==> config.mk <==
export PLATFORM = sky130hd
export DESIGN_NAME = gray_seq_ctrl
export DESIGN_NICKNAME = d
export VERILOG_FILES = /design/src/rtl/gray_seq_pkg.sv /design/src/rtl/bin2gray_n.sv /design/src/rtl/gray_seq_ctrl.sv
export SDC_FILE = /design/constraint.sdc
export NUM_CORES = 1
export LEC_CHECK = 0
export BUFFER_PORTS_ARGS = -buffer_cell sky130_fd_sc_hd__buf_2
export CAP_MARGIN = 20
export CORE_UTILIZATION = 57
export DETAILED_ROUTE_END_ITERATION = 16
export PLACE_DENSITY_LB_ADDON = 0.3
export SKIP_CTS_REPAIR_TIMING = 1
export SLEW_MARGIN = 0
export SYNTH_ARGS = -nofsm -noshare
export SYNTH_HDL_FRONTEND = slang
export SYNTH_SLANG_ARGS = --single-unit
==> constraint.sdc <==
create_clock -name clk -period 5.1 [get_ports clk]
set_input_delay 1.02 -clock clk [delete_from_list [all_inputs] [get_ports clk]]
set_output_delay 1.02 -clock clk [all_outputs]
set_load 0.05 [all_outputs]
==> src/rtl/gray_seq_pkg.sv <==
// Shared definitions for the Gray-code sequencer: state encoding, default
// width and the prescaler sizing helper.
package gray_seq_pkg;

  localparam int DEFAULT_WIDTH = 4;

  typedef enum logic [1:0] {
    IDLE = 2'd0,
    EMIT = 2'd1,
    GAP  = 2'd2,
    DONE = 2'd3
  } state_e;

  function automatic int clog2(input int value);
    int r;
    r = 0;
    for (int v = value - 1; v > 0; v = v >> 1) begin
      r = r + 1;
    end
    return r;
  endfunction

  // Prescaler counter width; never zero so the register always exists.
  function automatic int presc_width(input int div);
    return (clog2(div) < 1) ? 1 : clog2(div);
  endfunction

endpackage

==> src/rtl/bin2gray_n.sv <==
// Gate-level combinational binary-to-Gray converter of arbitrary width.
module bin2gray_n #(
  parameter int WIDTH = 4
) (
  input  logic [WIDTH-1:0] bin_i,
  output logic [WIDTH-1:0] gray_o
);

  assign gray_o[WIDTH-1] = bin_i[WIDTH-1];

  generate
    for (genvar gi = 0; gi < WIDTH - 1; gi++) begin : g_xor
      assign gray_o[gi] = bin_i[gi+1] ^ bin_i[gi];
    end
  endgenerate

endmodule

==> src/rtl/gray_seq_ctrl.sv <==
// Steps a binary index from first to last (up or down, optional wrap) and
// streams the registered Gray words on a valid/ready interface.
module gray_seq_ctrl
  import gray_seq_pkg::*;
#(
  parameter int WIDTH = DEFAULT_WIDTH,
  parameter int DIV   = 1
) (
  input  logic             clk,
  input  logic             rst,
  input  logic             start,
  input  logic             stop,
  input  logic             dir,
  input  logic             wrap_en,
  input  logic [WIDTH-1:0] first,
  input  logic [WIDTH-1:0] last,
  input  logic             out_ready,
  output logic             out_valid,
  output logic [WIDTH-1:0] out_gray,
  output logic [WIDTH-1:0] out_bin,
  output logic             busy,
  output logic             done
);

  localparam int              PW       = presc_width(DIV);
  localparam logic [PW-1:0]   GAP_LOAD = PW'((DIV > 1) ? DIV - 2 : 0);
  localparam logic [WIDTH-1:0] ONE     = WIDTH'(1);

  state_e           state_q, state_d;
  logic [WIDTH-1:0] bin_q, bin_d;
  logic [PW-1:0]    presc_q, presc_d;
  logic [WIDTH-1:0] first_q, last_q;
  logic             dir_q, wrap_q;
  logic             out_valid_q, busy_q, done_q;
  logic [WIDTH-1:0] out_gray_q, gray_d;

  logic             handshake;
  logic             at_last;
  logic             start_ok;
  logic [WIDTH-1:0] step_val;

  assign handshake = out_valid_q && out_ready;
  assign at_last   = (bin_q == last_q);
  assign start_ok  = start && !stop;
  // Natural modulo-2^WIDTH arithmetic gives the wrap past 0 / all-ones.
  assign step_val  = dir_q ? (bin_q - ONE) : (bin_q + ONE);

  always_comb begin
    state_d = state_q;
    bin_d   = bin_q;
    presc_d = presc_q;
    case (state_q)
      IDLE: begin
        if (start_ok) begin
          state_d = EMIT;
          bin_d   = first;
        end
      end
      EMIT: begin
        if (stop) begin
          state_d = IDLE;
        end else if (handshake) begin
          if (at_last && !wrap_q) begin
            state_d = DONE;
          end else begin
            bin_d = at_last ? first_q : step_val;
            if (DIV > 1) begin
              state_d = GAP;
              presc_d = GAP_LOAD;
            end
          end
        end
      end
      GAP: begin
        if (stop) begin
          state_d = IDLE;
        end else if (presc_q == '0) begin
          state_d = EMIT;
        end else begin
          presc_d = presc_q - PW'(1);
        end
      end
      DONE: begin
        state_d = IDLE;
      end
      default: begin
        state_d = IDLE;
      end
    endcase
  end

  bin2gray_n #(
    .WIDTH(WIDTH)
  ) u_conv (
    .bin_i (bin_d),
    .gray_o(gray_d)
  );

  // Outputs are registered from the next state so they line up with state_q.
  always_ff @(posedge clk or posedge rst) begin
    if (rst) begin
      state_q     <= IDLE;
      bin_q       <= '0;
      presc_q     <= '0;
      first_q     <= '0;
      last_q      <= '0;
      dir_q       <= 1'b0;
      wrap_q      <= 1'b0;
      out_valid_q <= 1'b0;
      out_gray_q  <= '0;
      busy_q      <= 1'b0;
      done_q      <= 1'b0;
    end else begin
      state_q <= state_d;
      bin_q   <= bin_d;
      presc_q <= presc_d;
      if (state_q == IDLE && start_ok) begin
        first_q <= first;
        last_q  <= last;
        dir_q   <= dir;
        wrap_q  <= wrap_en;
      end
      out_valid_q <= (state_d == EMIT);
      out_gray_q  <= gray_d;
      busy_q      <= (state_d != IDLE);
      done_q      <= (state_d == DONE);
    end
  end

  assign out_valid = out_valid_q;
  assign out_gray  = out_gray_q;
  assign out_bin   = bin_q;
  assign busy      = busy_q;
  assign done      = done_q;

endmodule
After elaboration in Yosys (flattened, before gate mapping)
Index checks and enable logic that the tools add are counted.
{"block": "word_totals", "reg_bits": 24, "input_bits": 15, "out_inout_bits": 11, "elab_cells": 48}
{"block": "classes", "n_addsub": 3, "eq_ne": 6, "n_mux": 15, "bitwise": 4, "reduce_logical": 9}
{"op": "$mux 4", "count": 6}
{"op": "$mux 2", "count": 6}
{"op": "$pmux 2 s4", "count": 1}
{"op": "$pmux 4 s2", "count": 1}
{"op": "$eq 2x2->1 const B", "count": 3}
{"op": "$add 4x1->4 const B", "count": 1}
{"op": "$eq 2x1->1 const B", "count": 2}
{"op": "$eq 4x4->1", "count": 1}
{"op": "$logic_and 1x1->1", "count": 4}
{"op": "$sub 4x1->4 const B", "count": 1}
{"op": "$xor 1x1->1", "count": 3}
{"op": "$logic_not 1->1", "count": 2}
{"op": "$logic_not 2->1", "count": 1}
{"op": "$reduce_and 2->1", "count": 1}
{"op": "$reduce_bool 2->1", "count": 1}
{"op": "$mux 1", "count": 1}
{"op": "$not 1->1", "count": 1}
{"op": "$sub 1x1->1 const B", "count": 1}

Depth between registers and ports, before layout
Gate-level depths: netlist of run 1.
{"block": "logic_depth", "ltp_word": 8, "depth_mapped": 7}

By module
Synthesis of run 1 repeated with hierarchy kept, for this count alone.
{"block": "unflattened", "hier_cells": 99, "area_unflattened_um2": 1182.4}
{"mod": "gray_seq_ctrl", "instances": 1, "cells_each": 95, "area_per_inst_um2": 1148.6, "seq_area_each_um2": 575.6}
{"mod": "bin2gray_n", "instances": 1, "cells_each": 4, "area_per_inst_um2": 33.8, "seq_area_each_um2": 0.0}

Least setup slack after synthesis of run 1
No wires, ideal clock.
{"block": "synth_path", "path_type": "input to register", "from": "input port stop", "to": "register out_gray_q[0] (netlist: out_gray[0])", "setup_ps": 131, "arrival_time_ps": 2027, "required_ps": 4969, "slack_ps": 2942, "stages": 5, "path_cell_list": "nand4b_1 or4b_1 o221ai_1 a311o_1 xnor2_1"}
{"block": "synth_between", "elab_chain_cells": 5}
{"item": "start, declared", "line_no": "gray_seq_ctrl.sv:12", "text": "input logic stop,"}
{"item": "$logic_not 1->1", "line_no": "gray_seq_ctrl.sv:44", "text": "assign start_ok = start && !stop;"}
{"item": "$logic_and 1x1->1", "line_no": "gray_seq_ctrl.sv:44"}
{"item": "$mux 4", "line_no": "gray_seq_ctrl.sv:54", "text": "if (start_ok) begin"}
{"item": "$pmux 4 s2 *", "line_no": "gray_seq_ctrl.sv:52", "text": "case (state_q)"}
{"item": "named net bin_d[0]", "line_no": "gray_seq_ctrl.sv:30", "text": "logic [WIDTH-1:0] bin_q, bin_d;"}
{"item": "$xor 1x1->1 *", "line_no": "bin2gray_n.sv:13", "text": "assign gray_o[gi] = bin_i[gi+1] ^ bin_i[gi];"}
{"item": "named net gray_d[0]", "line_no": "gray_seq_ctrl.sv:35", "text": "logic [WIDTH-1:0] out_gray_q, gray_d;"}
{"item": "end signal, assigned", "line_no": "gray_seq_ctrl.sv:124", "text": "out_gray_q <= gray_d;"}
{"item": "end, declared", "line_no": "gray_seq_ctrl.sv:35"}
The timed path passes the listed nets; every way through them passes the cells marked *.
A chain may end at the register's enable or synchronous reset.

Final worst setup path of run 1
{"block": "layout_path", "from": "register bin_q[1] (netlist: out_bin[1])", "to": "output port out_bin[1]"}
{"item": "start, declared", "line_no": "gray_seq_ctrl.sv:30"}
{"item": "start signal, assigned", "line_no": "gray_seq_ctrl.sv:115", "text": "bin_q <= bin_d;"}
{"item": "end, declared", "line_no": "gray_seq_ctrl.sv:20", "text": "output logic [WIDTH-1:0] out_bin,"}
No word-level cell between the ends.

==> flow_metrics.py, run 1 <==
metrics = {
    "run_status": {
        "status": "completed",
    },
    "finish": {
        "final_cells": 162,
        "drive_above_1_share_pct": 32.6,
        "diodes": 0,
        "layout.nets": 154,
        "n_fill_cell": 163,
        "area_delta_synth_final_pct": 12.5,
    },
    "placed_design": {
        "placed_cells": 158,
        "dp.final_hpwl_um": 1800,
        "gp_congestion": 0.902,
        "port_buffers": 25,
    },
    "worst_setup_path": {
        "r2r-start": "out_bin[0]",
        "reg2reg_slack_ns": 3.08,
        "path_class": "reg -> out",
        "cp.required_ns": 4.08,
        "startpoint_type": "register",
        "worst_setup_path_end_kind": "output port",
        "reg2reg_depth": 6,
        "slowest_delay_ns": 0.57,
        "crit_cells": 1,
        "critPathSlowestCell": "dfrtp_1",
        "r2r-end": "out_gray[1]",
        "worstPathCellList": "buf_2",
        "crit_fanout": 8,
        "crit_buf_inv": 1,
        "critical_path.top_delay_family": "flip-flops",
        "cp_data_arrival_time_ns": 1.22,
    },
    "die": {
        "io_pins": 26,
        "dieWidth_um": 48.3,
        "coreArea_um2": 1980,
        "start_util_pct": 61.7,
        "rows": 16,
        "die_h_um": 48.3,
        "die-area_um2": 2330,
    },
    "yosys": {
        "syn_area_um2": 1220,
        "synthAdderAreaFrac_pct": 3.68,
        "muxShareOfSynthArea_pct": 9.93,
        "synth_top_family_by_area": "simple AND/OR/NAND/NOR gates",
        "ys_async_sr_fraction_pct": 100,
        "syn_avg_cell_area_um2": 10.9,
        "yosysSeqAreaShare_pct": 45.0,
        "synth-simple-area-share_pct": 15.8,
        "syn_nets": 130,
        "yosys_warnings": 0,
        "synthFlopType": "dfrtp_1",
        "synthCells": 112,
        "synth-edff-count": 0,
        "synth_cell_types": 40,
        "synth-compound-area-share_pct": 13.2,
        "synthXorXnorAreaFrac_pct": 7.06,
        "synth-seq-cells": 22,
    },
    "power_and_ir_drop": {
        "peakVddDrop_mv": 0.249,
        "power-per-cell-area_nw_per_um2": 417,
        "cellLeakagePower_uw": 0.000648,
    },
    "timing": {
        "period_minus_slack_ns": 2.24,
        "rsz0062_at_grt": "false",
        "timing.final.crit_share_pct": 43.9,
        "skew_ns": 0.000990,
        "hold_ws_ns": 0.513,
        "tns_ns": 0,
        "relSlewSlack_pct": 45.5,
        "worst_pin_slew_ns": 0.816,
        "max_freq_ghz": 0.446,
        "setup_viol": 0,
        "hold_violations": 0,
        "slew_viol_final": 0,
    },
    "global_routing": {
        "grt_start_max_net_pins": 23,
        "grt_pass1_wl_um": 4460,
        "grt_usage_pct": 25.1,
        "antenna_found_initial": 0,
        "grt_overflow": 0,
        "grt_pass1_vias": 969,
    },
    "detailed_routing": {
        "vias": 956,
        "first_iter_violations": 28,
        "first_pass_iters": 4,
        "routedWlPerCell_um": 14.7,
        "routed_wl_um": 2380,
        "ant_nets": 0,
        "drc": 0,
        "avgViaCountPerCell": 5.90,
    },
    "clock_network": {
        "cts_tree": "done",
        "cts_root_buffer": "clkbuf_4",
        "cts_max_level": 1,
        "clock_path_buffers": 2,
        "numCtsBuffers": 3,
        "clkSlewWorstSetupHoldPaths_ns": 0.12,
        "numClockSinks": 22,
        "clk_latency_ns": 0.31,
    },
    "run": {
        "maxCapViolations": 0,
    },
    "worst_hold_path": {
        "min_to": "first_q[3]",
        "hold_path_class": "reg -> reg",
        "hold-path-cell-count": 1,
        "hp-start": "first_q[3]",
    },
}
==> cell families (layout without fill, tap and decap cells) <==
kind of cell	Yosys count	after routing
buffers and inverters	11	34
multiplexers	11	11
AO/OA/AOI/OAI	22	22
adder cells (fa/ha/maj)	3	3
flip-flops	22	22
AND/OR/NAND/NOR	34	34
XOR/XNOR	9	9
==> state kept, by name, indices dropped and copies added, names as in the netlist <==
| register | count |
|---|---|
| last_q | 4 |
| out_gray | 3 |
| busy | 1 |
| dir_q | 1 |
| state_q | 2 |
| first_q | 4 |
| out_bin | 4 |
| done | 1 |
| wrap_q | 1 |
| out_valid | 1 |
==> worst reg2reg max path: stages, from the launching register on <==
cell,delay [ns]
dfrtp_1,0.53
fa_1,0.49
xor2_1,0.15
nor2_1,0.09
mux2i_1,0.09
a221oi_2,0.42
xor2_1,0.18
==> layout make-up <==
cell class	instances	area [µm²]	share of cell area [%]
Clock buffer	4	36.3	2.64
Timing Repair Buffer	26	133	9.65
Tap cell	27	33.8	2.46
Multi-Input combinational cell	79	607	44.1
Sequential cell	22	551	40.0
Inverter	4	15.0	1.09
==> placed cells by master (no fill, tap or decap), types with 2 or more instances in the layout <==
| cell | Yosys | layout |
|---|---|---|
| dfrtp_1 | 22 | 22 |
| xor2_1 | 2 | 2 |
| nand2b_1 | 2 | 2 |
| a22oi_1 | 3 | 3 |
| buf_2 | 4 | 25 |
| a211oi_1 | 2 | 2 |
| mux2_2 | 9 | 9 |
| mux2i_1 | 2 | 2 |
| ha_1 | 2 | 2 |
| nand2_1 | 2 | 2 |
| clkbuf_4 | 0 | 3 |
| inv_1 | 4 | 4 |
| o21ai_0 | 6 | 6 |
| nand4_1 | 2 | 2 |
| a221oi_2 | 2 | 2 |
| a21oi_1 | 4 | 4 |
| nor2_1 | 11 | 11 |
| nor3_1 | 4 | 4 |
| xnor2_1 | 6 | 6 |
==> how the worst max path moves through the flow <==
stage / startpoint / end
finish: out_bin[1] / out_bin[1]
global placement: stop / out_gray[0]
detailed placement: stop / out_gray[0]
CTS: out_bin[0] / out_bin[0]
floorplan: stop / out_gray[0]
global route: out_bin[1] / out_bin[1]
==> report_power, final <==
group          switching (µW)  internal, µW
Sequential               40.4           209
Clock                    53.0          43.6
Combinational             145          82.9
==> layer usage <==
metal	up-vias	wire (µm)	global-route usage (%)
met3	7	123	4.09
met2	35	1210	41.5
met1	465	986	32.4
met5	-	0	0
li1	449	-	-
met4	0	55	11.8
==> through the flow <==
step	instance area, µm²	util (%)	worst slack, ns	power, µW
4_1_cts	1380	69.4	2.84	577
3_3_place_gp	1340	67.6	2.76	472
6_report	1380	69.4	2.86	574
3_5_place_dp	1340	67.6	2.72	481
5_1_grt	1380	69.4	2.79	605
2_1_floorplan	1220	-	2.94	436
==> Yosys cell counts (2+ instances only) <==
| master | instances | area share [%] |
|---|---|---|
| dfrtp_1 | 22 | 45 |
| nor2_1 | 11 | 3.4 |
| mux2_2 | 9 | 8.3 |
| o21ai_0 | 6 | 2.5 |
| xnor2_1 | 6 | 4.3 |
| a21oi_1 | 4 | 1.6 |
| buf_2 | 4 | 1.6 |
| inv_1 | 4 | 1.2 |
| nor3_1 | 4 | 1.6 |
| a22oi_1 | 3 | 1.8 |
| a211oi_1 | 2 | 1.2 |
| a221oi_2 | 2 | 2.5 |
| buf_6 | 2 | 1.8 |
| ha_1 | 2 | 2.0 |
| mux2i_1 | 2 | 1.6 |
| nand2_1 | 2 | 0.61 |
| nand2b_1 | 2 | 1.0 |
| nand4_1 | 2 | 1.0 |
| xor2_1 | 2 | 1.4 |
Note: power is estimated with default switching activity, not from simulation.
==> inputs of run 2 (changes only) <==
--- a/config.mk
+++ b/config.mk
@@ -7,7 +7,7 @@
 export LEC_CHECK = 0
 export BUFFER_PORTS_ARGS = -buffer_cell sky130_fd_sc_hd__buf_2
 export CAP_MARGIN = 20
-export CORE_UTILIZATION = 57
+export CORE_UTILIZATION = 48
 export DETAILED_ROUTE_END_ITERATION = 16
 export PLACE_DENSITY_LB_ADDON = 0.3
 export SKIP_CTS_REPAIR_TIMING = 1
==> constraint.sdc (replaced) <==
create_clock -name clk -period 1.99 [get_ports clk]
set_input_delay 0.398 -clock clk [delete_from_list [all_inputs] [get_ports clk]]
set_output_delay 0.398 -clock clk [all_outputs]
set_load 0.05 [all_outputs]
==> flow_metrics.py, run 2 (synthesized netlist as in run 1, its figures left out) <==
metrics = {
    "timing": {
        "setup_viol": 0,
        "skew_ns": 0.00343,
        "hold_violations": 0,
        "rsz0062_at_grt": "true",
        "hold_ws_ns": 0.0347,
        "period_minus_slack_ns": 1.95,
        "timing.final.crit_share_pct": 97.8,
        "slew_viol_final": 0,
        "worst_pin_slew_ns": 0.388,
        "relSlewSlack_pct": 74.1,
        "max_freq_ghz": 0.514,
    },
    "global_routing": {
        "grt_start_max_net_pins": 14,
        "grt_overflow": 0,
        "antenna_found_initial": 0,
        "grt_pass1_wl_um": 4570,
        "grt_pass1_vias": 972,
        "grt_usage_pct": 23.2,
    },
    "run": {
        "maxCapViolations": 0,
    },
    "detailed_routing": {
        "routedWlPerCell_um": 16.1,
        "routed_wl_um": 2780,
        "first_iter_violations": 39,
        "vias": 1026,
        "avgViaCountPerCell": 5.97,
        "drc": 0,
        "first_pass_iters": 4,
        "ant_nets": 0,
    },
    "clock_network": {
        "cts_max_level": 1,
        "numClockSinks": 22,
        "cts_tree": "done",
        "numCtsBuffers": 3,
        "clk_latency_ns": 0.31,
        "clock_path_buffers": 2,
        "cts_root_buffer": "clkbuf_4",
        "clkSlewWorstSetupHoldPaths_ns": 0.12,
    },
    "die": {
        "dieWidth_um": 52.5,
        "die_h_um": 52.5,
        "rows": 17,
        "io_pins": 26,
        "coreArea_um2": 2300,
        "die-area_um2": 2750,
        "start_util_pct": 53.2,
    },
    "worst_setup_path": {
        "cpMostUsedCell": "buf_4",
        "cp.required_ns": 2.18,
        "reg2reg_slack_ns": 0.04,
        "reg2reg_depth": 7,
        "slowest_delay_ns": 0.46,
        "worst_setup_path_end_kind": "register",
        "crit_cells": 7,
        "critPathSlowestCell": "dfrtp_2",
        "startpoint_type": "register",
        "critical_path.top_delay_family": "flip-flops",
        "crit_buf_inv": 2,
        "cp_data_arrival_time_ns": 2.14,
        "crit_fanout": 6,
        "path_class": "reg -> reg",
        "worstPathCellList": "buf_4 > xnor2_1 > and4_2 > mux2i_1 > a221oi_2 > buf_4 > xor2_1",
    },
    "power_and_ir_drop": {
        "p_seq_share_pct": 40.2,
        "peakVddDrop_mv": 0.610,
        "p_comb_share_pct": 43.6,
        "power-per-cell-area_nw_per_um2": 1070,
        "p_int_uw": 908,
        "p_clk_share_pct": 16.2,
        "switching_share_pct": 41.5,
        "finalPower_uw": 1550,
        "cellLeakagePower_uw": 0.000694,
        "power.switching_uw": 645,
    },
    "finish": {
        "diodes": 0,
        "drive_above_1_share_pct": 41.0,
        "final_cell_mix": "25 x buf_2, 18 x dfrtp_1, 11 x nor2_1, 10 x buf_4, 9 x mux2_2",
        "layout.nets": 163,
        "n_fill_cell": 198,
        "area_delta_synth_final_pct": 19.2,
        "final_common_cell": "buf_2",
    },
    "placed_design": {
        "port_buffers": 25,
        "gp_congestion": 0.976,
        "dp.final_hpwl_um": 2080,
    },
    "worst_hold_path": {
        "hold_path_class": "in -> async",
    },
    "run_status": {
        "status": "completed",
    },
}
==> run 2: per-stage QoR <==
stage	instances	worst slack (ns)	utilization, %	setup TNS (ns)	instance area, µm²
CTS	168	-0.000651	61.7	-0.000651	1420
global placement	164	0.133	60.1	0	1380
floorplan	112	0.00671	-	0	1220
detailed placement	164	0.0260	60.1	0	1380
global route	172	-0.00582	63.5	-0.00582	1460
finish	172	0.0440	63.5	0	1460
==> run 2: final timing paths <==
check | start | to
setup / recovery | out_bin[2] | out_gray[1]
hold / removal | rst | out_gray[0]
setup reg to reg | out_bin[2] | out_gray[1]
hold reg to reg | first_q[3] | first_q[3]
max in group asynchronous | rst | out_bin[0]
min in group clk | first[0] | first_q[0]
==> run 2: per-layer routing <==
metal	GRT usage [%]	vias to the layer above	share of wire (%)
li1	-	470	-
met1	30.5	493	43
met2	38.0	55	49
met3	2.61	8	6.6
met4	10.5	0	1.8
met5	0	-	0
==> run 2: power groups by stage <==
| stage | clock network (µW) | logic, µW | registers, µW |
|---|---|---|---|
| after floorplan | 0 | 331 | 789 |
| after global placement | 0 | 604 | 628 |
| after detailed placement | 0 | 626 | 636 |
| after CTS | 262 | 632 | 627 |
| after global routing | 276 | 722 | 641 |
| final | 252 | 676 | 625 |
==> run 2: area by class of cell <==
type | count | area [µm²] | share of cell area (%)
clock buffer | 4 | 36.3 | 2.49
inverter | 4 | 15.0 | 1.03
multi-input combinational | 79 | 616 | 42.2
sequential | 22 | 556 | 38.1
tap | 28 | 35.0 | 2.40
timing repair buffer | 35 | 200 | 13.7
